## src/rtl/fifo_drain_ser_if.sv

```systemverilog
// Handshake bundle between the FIFO read port, the drain serializer and the serial link.
// master = serializer side, slave = FIFO/link environment side.
interface fifo_drain_ser_if #(
  parameter int WIDTH = 16
);
  logic             en;
  logic             emptyp;
  logic [WIDTH-1:0] fifo_dout;
  logic             readp;
  logic             ser_out;
  logic             ser_valid;
  logic             frame_start;
  logic             busy;
  logic [15:0]      words_sent;

  modport master (
    input  en, emptyp, fifo_dout,
    output readp, ser_out, ser_valid, frame_start, busy, words_sent
  );

  modport slave (
    output en, emptyp, fifo_dout,
    input  readp, ser_out, ser_valid, frame_start, busy, words_sent
  );
endinterface

```

## src/rtl/fifo_drain_ser.sv

```systemverilog
// Pops words from a 1-cycle-latency synchronous FIFO and shifts them out MSB-first
// on a serial stream with valid/frame markers, optional even parity and idle gap.
module fifo_drain_ser #(
  parameter int WIDTH  = 16,
  parameter int GAP    = 0,
  parameter int PARITY = 0
) (
  input  logic             clk,
  input  logic             rstn,
  fifo_drain_ser_if.master bus
);
  localparam int              LEN       = WIDTH + PARITY;
  localparam int              CW        = $clog2(LEN + 1);
  localparam logic [CW-1:0]   LAST_BIT  = CW'(LEN - 1);
  localparam logic [CW-1:0]   LAST_DATA = CW'(WIDTH - 1);
  localparam logic [3:0]      GAP_LAST  = 4'(GAP - 1);

  typedef enum logic [2:0] {
    ST_IDLE,
    ST_REQ,
    ST_LOAD,
    ST_SHIFT,
    ST_GAP
  } state_t;

  state_t           state_q;
  logic [WIDTH-1:0] shreg_q;
  logic [CW-1:0]    bitcnt_q;
  logic [3:0]       gapcnt_q;
  logic             parity_q;
  logic             readp_q;
  logic             ser_out_q;
  logic             ser_valid_q;
  logic             frame_start_q;
  logic             busy_q;
  logic [15:0]      words_q;

  always_ff @(posedge clk or negedge rstn) begin
    if (!rstn) begin
      state_q       <= ST_IDLE;
      shreg_q       <= '0;
      bitcnt_q      <= '0;
      gapcnt_q      <= '0;
      parity_q      <= 1'b0;
      readp_q       <= 1'b0;
      ser_out_q     <= 1'b0;
      ser_valid_q   <= 1'b0;
      frame_start_q <= 1'b0;
      busy_q        <= 1'b0;
      words_q       <= '0;
    end else begin
      readp_q       <= 1'b0;
      frame_start_q <= 1'b0;
      unique case (state_q)
        ST_IDLE: begin
          if (bus.en && !bus.emptyp) begin
            state_q <= ST_REQ;
            readp_q <= 1'b1;
            busy_q  <= 1'b1;
          end
        end
        ST_REQ: begin
          state_q <= ST_LOAD;
        end
        // Outputs are registered, so the MSB is presented directly from fifo_dout here.
        ST_LOAD: begin
          shreg_q       <= bus.fifo_dout;
          bitcnt_q      <= '0;
          parity_q      <= ^bus.fifo_dout;
          ser_valid_q   <= 1'b1;
          ser_out_q     <= bus.fifo_dout[WIDTH-1];
          frame_start_q <= 1'b1;
          state_q       <= ST_SHIFT;
        end
        ST_SHIFT: begin
          if (bitcnt_q == LAST_BIT) begin
            words_q     <= words_q + 16'd1;
            ser_valid_q <= 1'b0;
            ser_out_q   <= 1'b0;
            gapcnt_q    <= '0;
            if (GAP > 0) begin
              state_q <= ST_GAP;
            end else begin
              state_q <= ST_IDLE;
              busy_q  <= 1'b0;
            end
          end else begin
            bitcnt_q  <= bitcnt_q + CW'(1);
            shreg_q   <= shreg_q << 1;
            ser_out_q <= (bitcnt_q < LAST_DATA) ? shreg_q[WIDTH-2] : parity_q;
          end
        end
        ST_GAP: begin
          if (gapcnt_q == GAP_LAST) begin
            state_q <= ST_IDLE;
            busy_q  <= 1'b0;
          end else begin
            gapcnt_q <= gapcnt_q + 4'd1;
          end
        end
        default: begin
          state_q <= ST_IDLE;
          busy_q  <= 1'b0;
        end
      endcase
    end
  end

  assign bus.readp       = readp_q;
  assign bus.ser_out     = ser_out_q;
  assign bus.ser_valid   = ser_valid_q;
  assign bus.frame_start = frame_start_q;
  assign bus.busy        = busy_q;
  assign bus.words_sent  = words_q;

endmodule

```

## src/flat_wrapper.sv

```systemverilog
// flat-port wrapper written by rule: the top's interface ports become plain ports
module fifo_drain_ser_flat 
#(
  parameter int WIDTH  = 16,
  parameter int GAP    = 0,
  parameter int PARITY = 0
)
  (clk, rstn, bus_en, bus_emptyp, bus_fifo_dout, bus_readp, bus_ser_out, bus_ser_valid, bus_frame_start, bus_busy, bus_words_sent);
  fifo_drain_ser_if #(.WIDTH(WIDTH)) bus_i ();
  input  logic clk;
  input  logic rstn;
  input wire logic [$bits(bus_i.en)-1:0] bus_en;
  input wire logic [$bits(bus_i.emptyp)-1:0] bus_emptyp;
  input wire logic [$bits(bus_i.fifo_dout)-1:0] bus_fifo_dout;
  output wire logic [$bits(bus_i.readp)-1:0] bus_readp;
  output wire logic [$bits(bus_i.ser_out)-1:0] bus_ser_out;
  output wire logic [$bits(bus_i.ser_valid)-1:0] bus_ser_valid;
  output wire logic [$bits(bus_i.frame_start)-1:0] bus_frame_start;
  output wire logic [$bits(bus_i.busy)-1:0] bus_busy;
  output wire logic [$bits(bus_i.words_sent)-1:0] bus_words_sent;
  assign bus_i.en = bus_en;
  assign bus_i.emptyp = bus_emptyp;
  assign bus_i.fifo_dout = bus_fifo_dout;
  assign bus_readp = bus_i.readp;
  assign bus_ser_out = bus_i.ser_out;
  assign bus_ser_valid = bus_i.ser_valid;
  assign bus_frame_start = bus_i.frame_start;
  assign bus_busy = bus_i.busy;
  assign bus_words_sent = bus_i.words_sent;
  fifo_drain_ser #(.WIDTH(WIDTH), .GAP(GAP), .PARITY(PARITY)) u_core (.clk(clk), .rstn(rstn), .bus(bus_i));
endmodule
```

## config.mk

```make
export PLATFORM = sky130hd
export DESIGN_NAME = fifo_drain_ser_flat
export DESIGN_NICKNAME = d
export VERILOG_FILES = /design/src/rtl/fifo_drain_ser_if.sv /design/src/rtl/fifo_drain_ser.sv /design/src/flat_wrapper.sv
export SDC_FILE = /design/constraint.sdc
export NUM_CORES = 1
export LEC_CHECK = 0
export BUFFER_PORTS_ARGS = -buffer_cell sky130_fd_sc_hd__buf_2
export CAP_MARGIN = 20
export CORE_ASPECT_RATIO = 0.8
export CORE_MARGIN = 2
export CORE_UTILIZATION = 50
export DETAILED_ROUTE_END_ITERATION = 10
export PLACE_DENSITY_LB_ADDON = 0.15
export SLEW_MARGIN = 20
export SYNTH_ARGS = -nofsm -noshare
export SYNTH_HDL_FRONTEND = slang
export SYNTH_SLANG_ARGS = --single-unit
```

## constraint.sdc

```tcl
create_clock -name clk -period 3.1 [get_ports clk]
set_input_delay 0.31 -clock clk [delete_from_list [all_inputs] [get_ports clk]]
set_output_delay 0.31 -clock clk [all_outputs]
set_load 0.02 [all_outputs]
```

==> summary.md, run 1 <==
| Metric | Value |
|---|---|
| Final Setup Violations | `0` |
| Crit path arrival time | `approximately 2.3 ns` |
| Netlist cell types | `31` |
| Lkg Pwr | `0.001210 uW` |
| Initial core utilization | `52.02%` |
| Num ports | `41` |
| H-tree levels | `2` |
| Clk sink count | `44` |
| I/O Buffers | `40` |
| Synth area leader | `dfrtp_1` |
| Slew Limit Fails | `0` |
| CP Launch Type | `flop` |
| FP Rows | `21` |
| Hold WS | `0.0002732 ns` |
| Outcome | `completed` |
| First-pass iteration count of the detailed router | `4` |
| RSZ-0062 raised after global routing | `false` |
| Reg-to-Reg Start | `u_core.state_q[0]` |
| Maximum operating frequency | `466.9 MHz` |
| Final Cycle Share | `between 60% and 70%` |
| Initial antenna violation count | `0` |
| CTS resizes | `0` |
| Seq. cell area | `1101 um2` |
| HPWL Detailed | `between 2 and 3 mm` |
| Setup bufs post-CTS | `0` |
| Routed vias/inst | `roughly 5` |
| Slew HR | `between 60% and 70%` |
| Total Routed Length | `3.874 mm` |
| Core Area | `4204 um2` |
| Worst r2r path cells | `5` |
| Gp weighted congestion | `approximately 0.73` |
| Top FF cell, synth | `dfrtp_1` |
| Die Wd | `between 70 and 80 um` |
| Post-synth EDFFs | `0` |
| Cts bufs inserted | `5` |
| Final ANT Viol Nets | `0` |
| Worst-Margin Slew | `0.5506 ns` |
| Via count | `1476` |
| Top cells by count, synth | `dfrtp_1, xnor2_1, nor2_1` |
| Drc violations | `0` |
| Nets | `~260` |
| RR Endpoint | `u_core.bus.words_sent[6]` |
| Area of the die | `4923 um2` |
| Crit Path Class | `reg -> reg` |
| Max cap viols | `0` |
| Largest net degree at the start of global routing | `45` |
| Core Util, Final | `approximately three fifths` |
| VDD IR max | `0.3443 mV` |
| Yosys warning count | `0` |
| Worst skew pair latency | `0.29 ns` |
| Setup TNS | `0 ns` |
| Ranking of synthesized cells by area | `dfrtp_1, xnor2_1, mux2i_1` |
| Post-synthesis cell area | `approximately 2200 um2` |
| Worst hold path type | `in -> async` |
| Register area share after synthesis | `50.34%` |
| Share of layout cells above drive strength 1 | `roughly 25%` |
| Req. time, crit path | `3.28 ns` |
| All-Layer GR Usage | `17.51%` |
| Clk_skew | `0.002932 ns` |
| TritonCTS clock tree | `yes` |
| Fillers | `385` |
| Top cell type's share of synthesized area | `50.34%` |
| Seq cells post-synth | `44` |
| Root buf cell | `clkbuf_8` |
| Post-synthesis average cell area | `around 11 um2` |
| Die Y | `63.16 um` |
| Pwr/cell area | `734.1 nW/um2` |
| Worst R2R Setup Slack | `roughly 0.96 ns` |
| Top-count cell post-synth | `dfrtp_1` |
| Clock transition at path regs | `0.08 ns` |
| Crit end category | `flop` |
| Vias in the first global route | `1428` |
| Area growth syn-to-layout | `14.87%` |
| First-pass GRT wire length | `6.727 mm` |
| Routed length per instance | `13.22 um` |
| Post-Syn Instances | `about 200` |
| Endpoints failing hold | `0` |
| Synth async-reset ratio | `100.0%` |
| CTS hold repair buffers | `0` |
| 1st-iter DRT viols | `75` |
| Diode count | `0` |
| Tmin final | `roughly 2.1 ns` |
| Post-Syn Nets | `221` |
| Grt total ovfl | `0` |
| Bufs on Longest Clock Path | `2` |
| Critical path fanouts, max | `13` |
| Area of the multi-input gates | `1018 um2` |
worst max-delay path, stage by stage, from the launching register on:
cell and delay, ns:
dfrtp_1 0.38, ha_1 0.51, and3_1 0.40, and3_1 0.44, nand4_4 0.14, xnor2_2 0.14
cell families after synthesis:
family / synth area share [%]
DFF: 50.34
adders and majority gates: 3.432
buffers and inverters: 3.261
muxes: 8.753
AOI/OAI and AO/OA: 7.437
and+or+nand+nor: 13.67
xor gates and xnor gates: 13.10
per-layer routing:
layer,global-route usage (%),wire length (um),vias to the layer above
met1,25.77,2024,699
met4,6.579,61,0
met5,0,0,-
met3,3.868,133,7
li1,-,-,748
met2,25.32,1654,22
cell usage in the layout, fill, tap and decap left out:
master    Yosys  final
ha_1          6      6
dfrtp_1      44     44
nand2_1       8      8
buf_2         3     39
and4_2        1      1
o21ai_0       5      5
clkbuf_1      3      1
xnor2_2       2      2
and3_1        5      5
nand3_1       4      4
a21oi_2       0      1
nor2_4        1      1
a21oi_1      18     17
o32a_1        2      2
o22ai_1       3      3
nand2b_1      3      3
and4_4        1      1
xnor2_1      26     26
clkinv_2      0      1
clkbuf_8      0      5
mux2i_1      18     18
nand4_1       3      3
a22o_1        1      1
buf_4         1      3
nand4_4       2      2
xor2_1        3      3
nor2b_1       1      1
nor3_1        1      1
nand4_2       1      1
nor2_1       19     19
inv_1         7      7
nand3_2       1      1
mux2_2        1      1
sequential cells by signal (all words and copies together) (netlist names):
signal / cells
u_core.bus.readp: 1
u_core.parity_q: 1
u_core.bus.ser_out: 1
u_core.bus.busy: 1
u_core.bus.frame_start: 1
u_core.shreg_q: 15
u_core.bus.words_sent: 16
u_core.bus.ser_valid: 1
u_core.state_q: 2
u_core.bitcnt_q: 5
through the flow:
step / total power (uW) / std cells / instance area, um2 / setup slack [ns]
CTS: 1867 / 293 / 2510 / 0.9482
floorplan: 1350 / 195 / 2187 / 1.290
finish: 1844 / 293 / 2512 / 0.9581
detailed placement: 1525 / 286 / 2432 / 0.9659
global placement: 1503 / 286 / 2432 / 1.054
global route: 1991 / 293 / 2512 / 0.8080
worst max-delay path by stage:
stage | startpoint | endpoint | slack, ns | cells after the start
floorplan | u_core.bitcnt_q[0] | u_core.bitcnt_q[4] | 1.29 | 6
global placement | u_core.state_q[1] | u_core.bus.words_sent[14] | 1.05 | 5
detailed placement | u_core.state_q[0] | u_core.bus.words_sent[10] | 0.97 | 5
CTS | u_core.state_q[0] | u_core.bus.words_sent[6] | 0.95 | 5
global route | u_core.state_q[0] | u_core.bus.words_sent[14] | 0.81 | 5
finish | u_core.state_q[0] | u_core.bus.words_sent[6] | 0.96 | 5
power breakdown:
part | switching, uW | leakage [uW] | internal (uW)
sequential | 86.2 | 0.000551 | 731
clock | 181 | 0.0000410 | 153
combinational | 401 | 0.000617 | 292
total | 668 | 0.00121 | 1180
area by class of cell:
| class | count | area share (%) |
|---|---|---|
| inverters | 7 | 1.046 |
| flip-flops and latches | 44 | 43.82 |
| clock inverters | 1 | 0.1992 |
| well taps | 57 | 2.839 |
| repair buffers | 42 | 8.665 |
| clock buffers | 6 | 2.888 |
| multi-input cells | 136 | 40.54 |
No activity file was read; power rests on OpenSTA's default activity.
==> inputs of run 2 (changes only) <==
- clock period: 3.1 -> 2 ns (I/O delays scaled with it)
==> summary.md, run 2 (synthesis gave the netlist of run 1 again) <==
| Metric | Value |
|---|---|
| First-pass GRT wire length | `6.927 mm (+3.0%)` |
| Sw Ratio | `35.58% (-0.65 points)` |
| Bufs on Longest Clock Path | `2 (unchanged)` |
| RSZ-0062 raised after global routing | `false` |
| VDD IR max | `0.6405 mV (+86%)` |
| Vias in the first global route | `1435 (+0.49%)` |
| Num ports | `41 (unchanged)` |
| Initial core utilization | `52.02% (unchanged)` |
| Drc violations | `0 (unchanged)` |
| Area of the die | `4923 um2 (unchanged)` |
| 1st-iter DRT viols | `104 (+39%)` |
| Power share of the clock group | `19.0% (+0.9 points)` |
| H-tree levels | `2 (unchanged)` |
| Part of the power in combinational logic | `38.8% (+1.2 points)` |
| Outcome | `completed` |
| Seq. cell area | `1101 um2 (unchanged)` |
| Final ANT Viol Nets | `0 (unchanged)` |
| Nets | `266 (+1.5%)` |
| Seq pwr share | `42.2% (-2.1 points)` |
| Setup bufs post-CTS | `0 (unchanged)` |
| Pwr/cell area | `1156 nW/um2 (+58%)` |
| Max cap viols | `0 (unchanged)` |
| Via count | `1484 (+0.54%)` |
| Pre-CTS WS | `0.1250 ns (-0.8409 ns)` |
| Slew Limit Fails | `0 (unchanged)` |
| I/O Buffers | `40 (unchanged)` |
| Worst skew pair latency | `0.29 ns (about the same)` |
| Tmin final | `1.830 ns (-0.3121 ns)` |
| Placed cell areas | `2480 um2 (+2.0%)` |
| Final Cycle Share | `91.49% (+22 points)` |
| Leading cell types in the layout, fill and taps excluded | `dfrtp_1, buf_2, xnor2_1` |
| Critical path fanouts, max | `27 (+14)` |
| Slew HR | `77.72% (+14 points)` |
| Internal power | `1926 uW (+64%)` |
| Hold WS | `0.1842 ns (+0.1839 ns)` |
| HPWL Detailed | `2.705 mm (-0.54%)` |
| Routed vias/inst | `4.980 (-1.1%)` |
| Sw Pwr | `1064 uW (+59%)` |
| Endpoints failing hold | `0 (unchanged)` |
| Die Wd | `77.95 um (unchanged)` |
| Final instance area | `2586 um2 (+2.9%)` |
| Clk_skew | `0.003847 ns (+0.0009148 ns)` |
| Crit Path Class | `reg -> reg` |
| TritonCTS clock tree | `yes` |
| Core Area | `4204 um2 (unchanged)` |
| Final WS setup | `0.1702 ns (-0.7879 ns)` |
| Fillers | `376 (-2.3%)` |
| Grt total ovfl | `0 (unchanged)` |
| Area of the multi-input gates | `1022 um2 (+0.37%)` |
| All-Layer GR Usage | `17.94% (+0.43 points)` |
| Clock transition at path regs | `0.08 ns (about the same)` |
| Largest net degree at the start of global routing | `45 (unchanged)` |
| Diode count | `0 (unchanged)` |
| Share of layout cells above drive strength 1 | `27.39% (+2.4 points)` |
| Crit path arrival time | `2.05 ns (-0.27 ns)` |
| First-pass iteration count of the detailed router | `3 (-1)` |
| CP Launch Type | `flop` |
| Gp weighted congestion | `0.7835 (+7.9%)` |
| Cts bufs inserted | `5 (unchanged)` |
| Lkg Pwr | `0.001246 uW (+3.0%)` |
| Number of flip-flops in the largest register | `16 (unchanged)` |
| Routed length per instance | `13.05 um (-1.3%)` |
| Area growth syn-to-layout | `18.25%` |
| FP Rows | `21 (unchanged)` |
| Die Y | `63.16 um (unchanged)` |
| Final Setup Violations | `0 (unchanged)` |
| Clk sink count | `44 (unchanged)` |
| Commonest non-fill, non-tap cell in the layout | `dfrtp_1` |
| Initial antenna violation count | `0 (unchanged)` |
| Root buf cell | `clkbuf_8` |
| Maximum operating frequency | `546.5 MHz (+17%)` |
| Total Routed Length | `3.888 mm (+0.36%)` |
| Final Power | `2990 uW (+62%)` |
| Setup TNS | `0 ns (unchanged)` |
| Worst-Margin Slew | `0.3343 ns (-0.2163 ns)` |
| Worst hold path type | `in -> reg` |
| Crit end category | `flop` |
| Req. time, crit path | `2.22 ns (-1.06 ns)` |
==> run 2: cell count changes in the layout (fill, tap and decap cells not counted), sizes merged <==
cell | previous run | this run
buf | 42 | 45
clkinv | 1 | 2
dlygate4sd3 | 0 | 1
==> run 2: metal layers <==
layer  up-vias  track usage, %  share of wire (%)
met2        22           24.78                 43
met3         4           4.728                3.3
met4         0           5.263                1.1
li1        753               -                  -
met5         -               0                  0
met1       705           27.62                 53
==> run 2: layout make-up <==
cell class / instances / share of cell area, %
Sequential cell: 44 / 42.57
Multi-Input combinational cell: 136 / 39.53
Timing Repair Buffer: 46 / 10.55
Clock buffer: 6 / 3.193
Tap cell: 57 / 2.758
Inverter: 7 / 1.016
Clock inverter: 2 / 0.3870
==> run 2: per-stage QoR <==
| stage | utilization [%] | std cells |
|---|---|---|
| 4_1_cts | 61.43 | 298 |
| 3_5_place_dp | 58.99 | 289 |
| 6_report | 61.52 | 298 |
| 2_1_floorplan | - | 195 |
| 5_1_grt | 61.52 | 298 |
| 3_3_place_gp | 58.99 | 289 |
==> run 2: path summary, 6_finish.rpt <==
kind | start | end | slack, ns | cells past startpoint
worst max-delay path | u_core.bitcnt_q[0] | u_core.shreg_q[8] | 0.17 | 7
worst min-delay path | bus_en | u_core.bus.readp | 0.18 | 3
worst max register to register | u_core.bitcnt_q[0] | u_core.shreg_q[8] | 0.17 | 7
worst min register to register | u_core.bus.words_sent[15] | u_core.bus.words_sent[15] | 0.48 | 1
max in group asynchronous | rstn | u_core.bus.words_sent[9] | 1.38 | 3
min in group asynchronous | rstn | u_core.shreg_q[2] | 0.41 | 3
==> run 2: repair_timing <==
item                       in CTS  in global routing
hold endpoints to repair       44                  0
hold buffers                    1                  0
gates resized for setup         0                  2
setup endpoints to repair       0                  4
==> run 2: power groups by stage <==
stage / registers (uW) / logic, uW / clock network [uW]
after floorplan: 1290 / 803 / 0
after CTS: 1260 / 1170 / 593
after global placement: 1270 / 1140 / 0
after global routing: 1300 / 1320 / 642
after detailed placement: 1280 / 1160 / 0
final: 1260 / 1160 / 569
==> run 2: worst max-delay path, stage by stage (launching register included) <==
cell and delay [ns]:
dfrtp_1 0.41, ha_1 0.21, and3_1 0.19, ha_1 0.29
a21oi_2 0.27, buf_12 0.20, nor2_1 0.05, a21oi_1 0.12
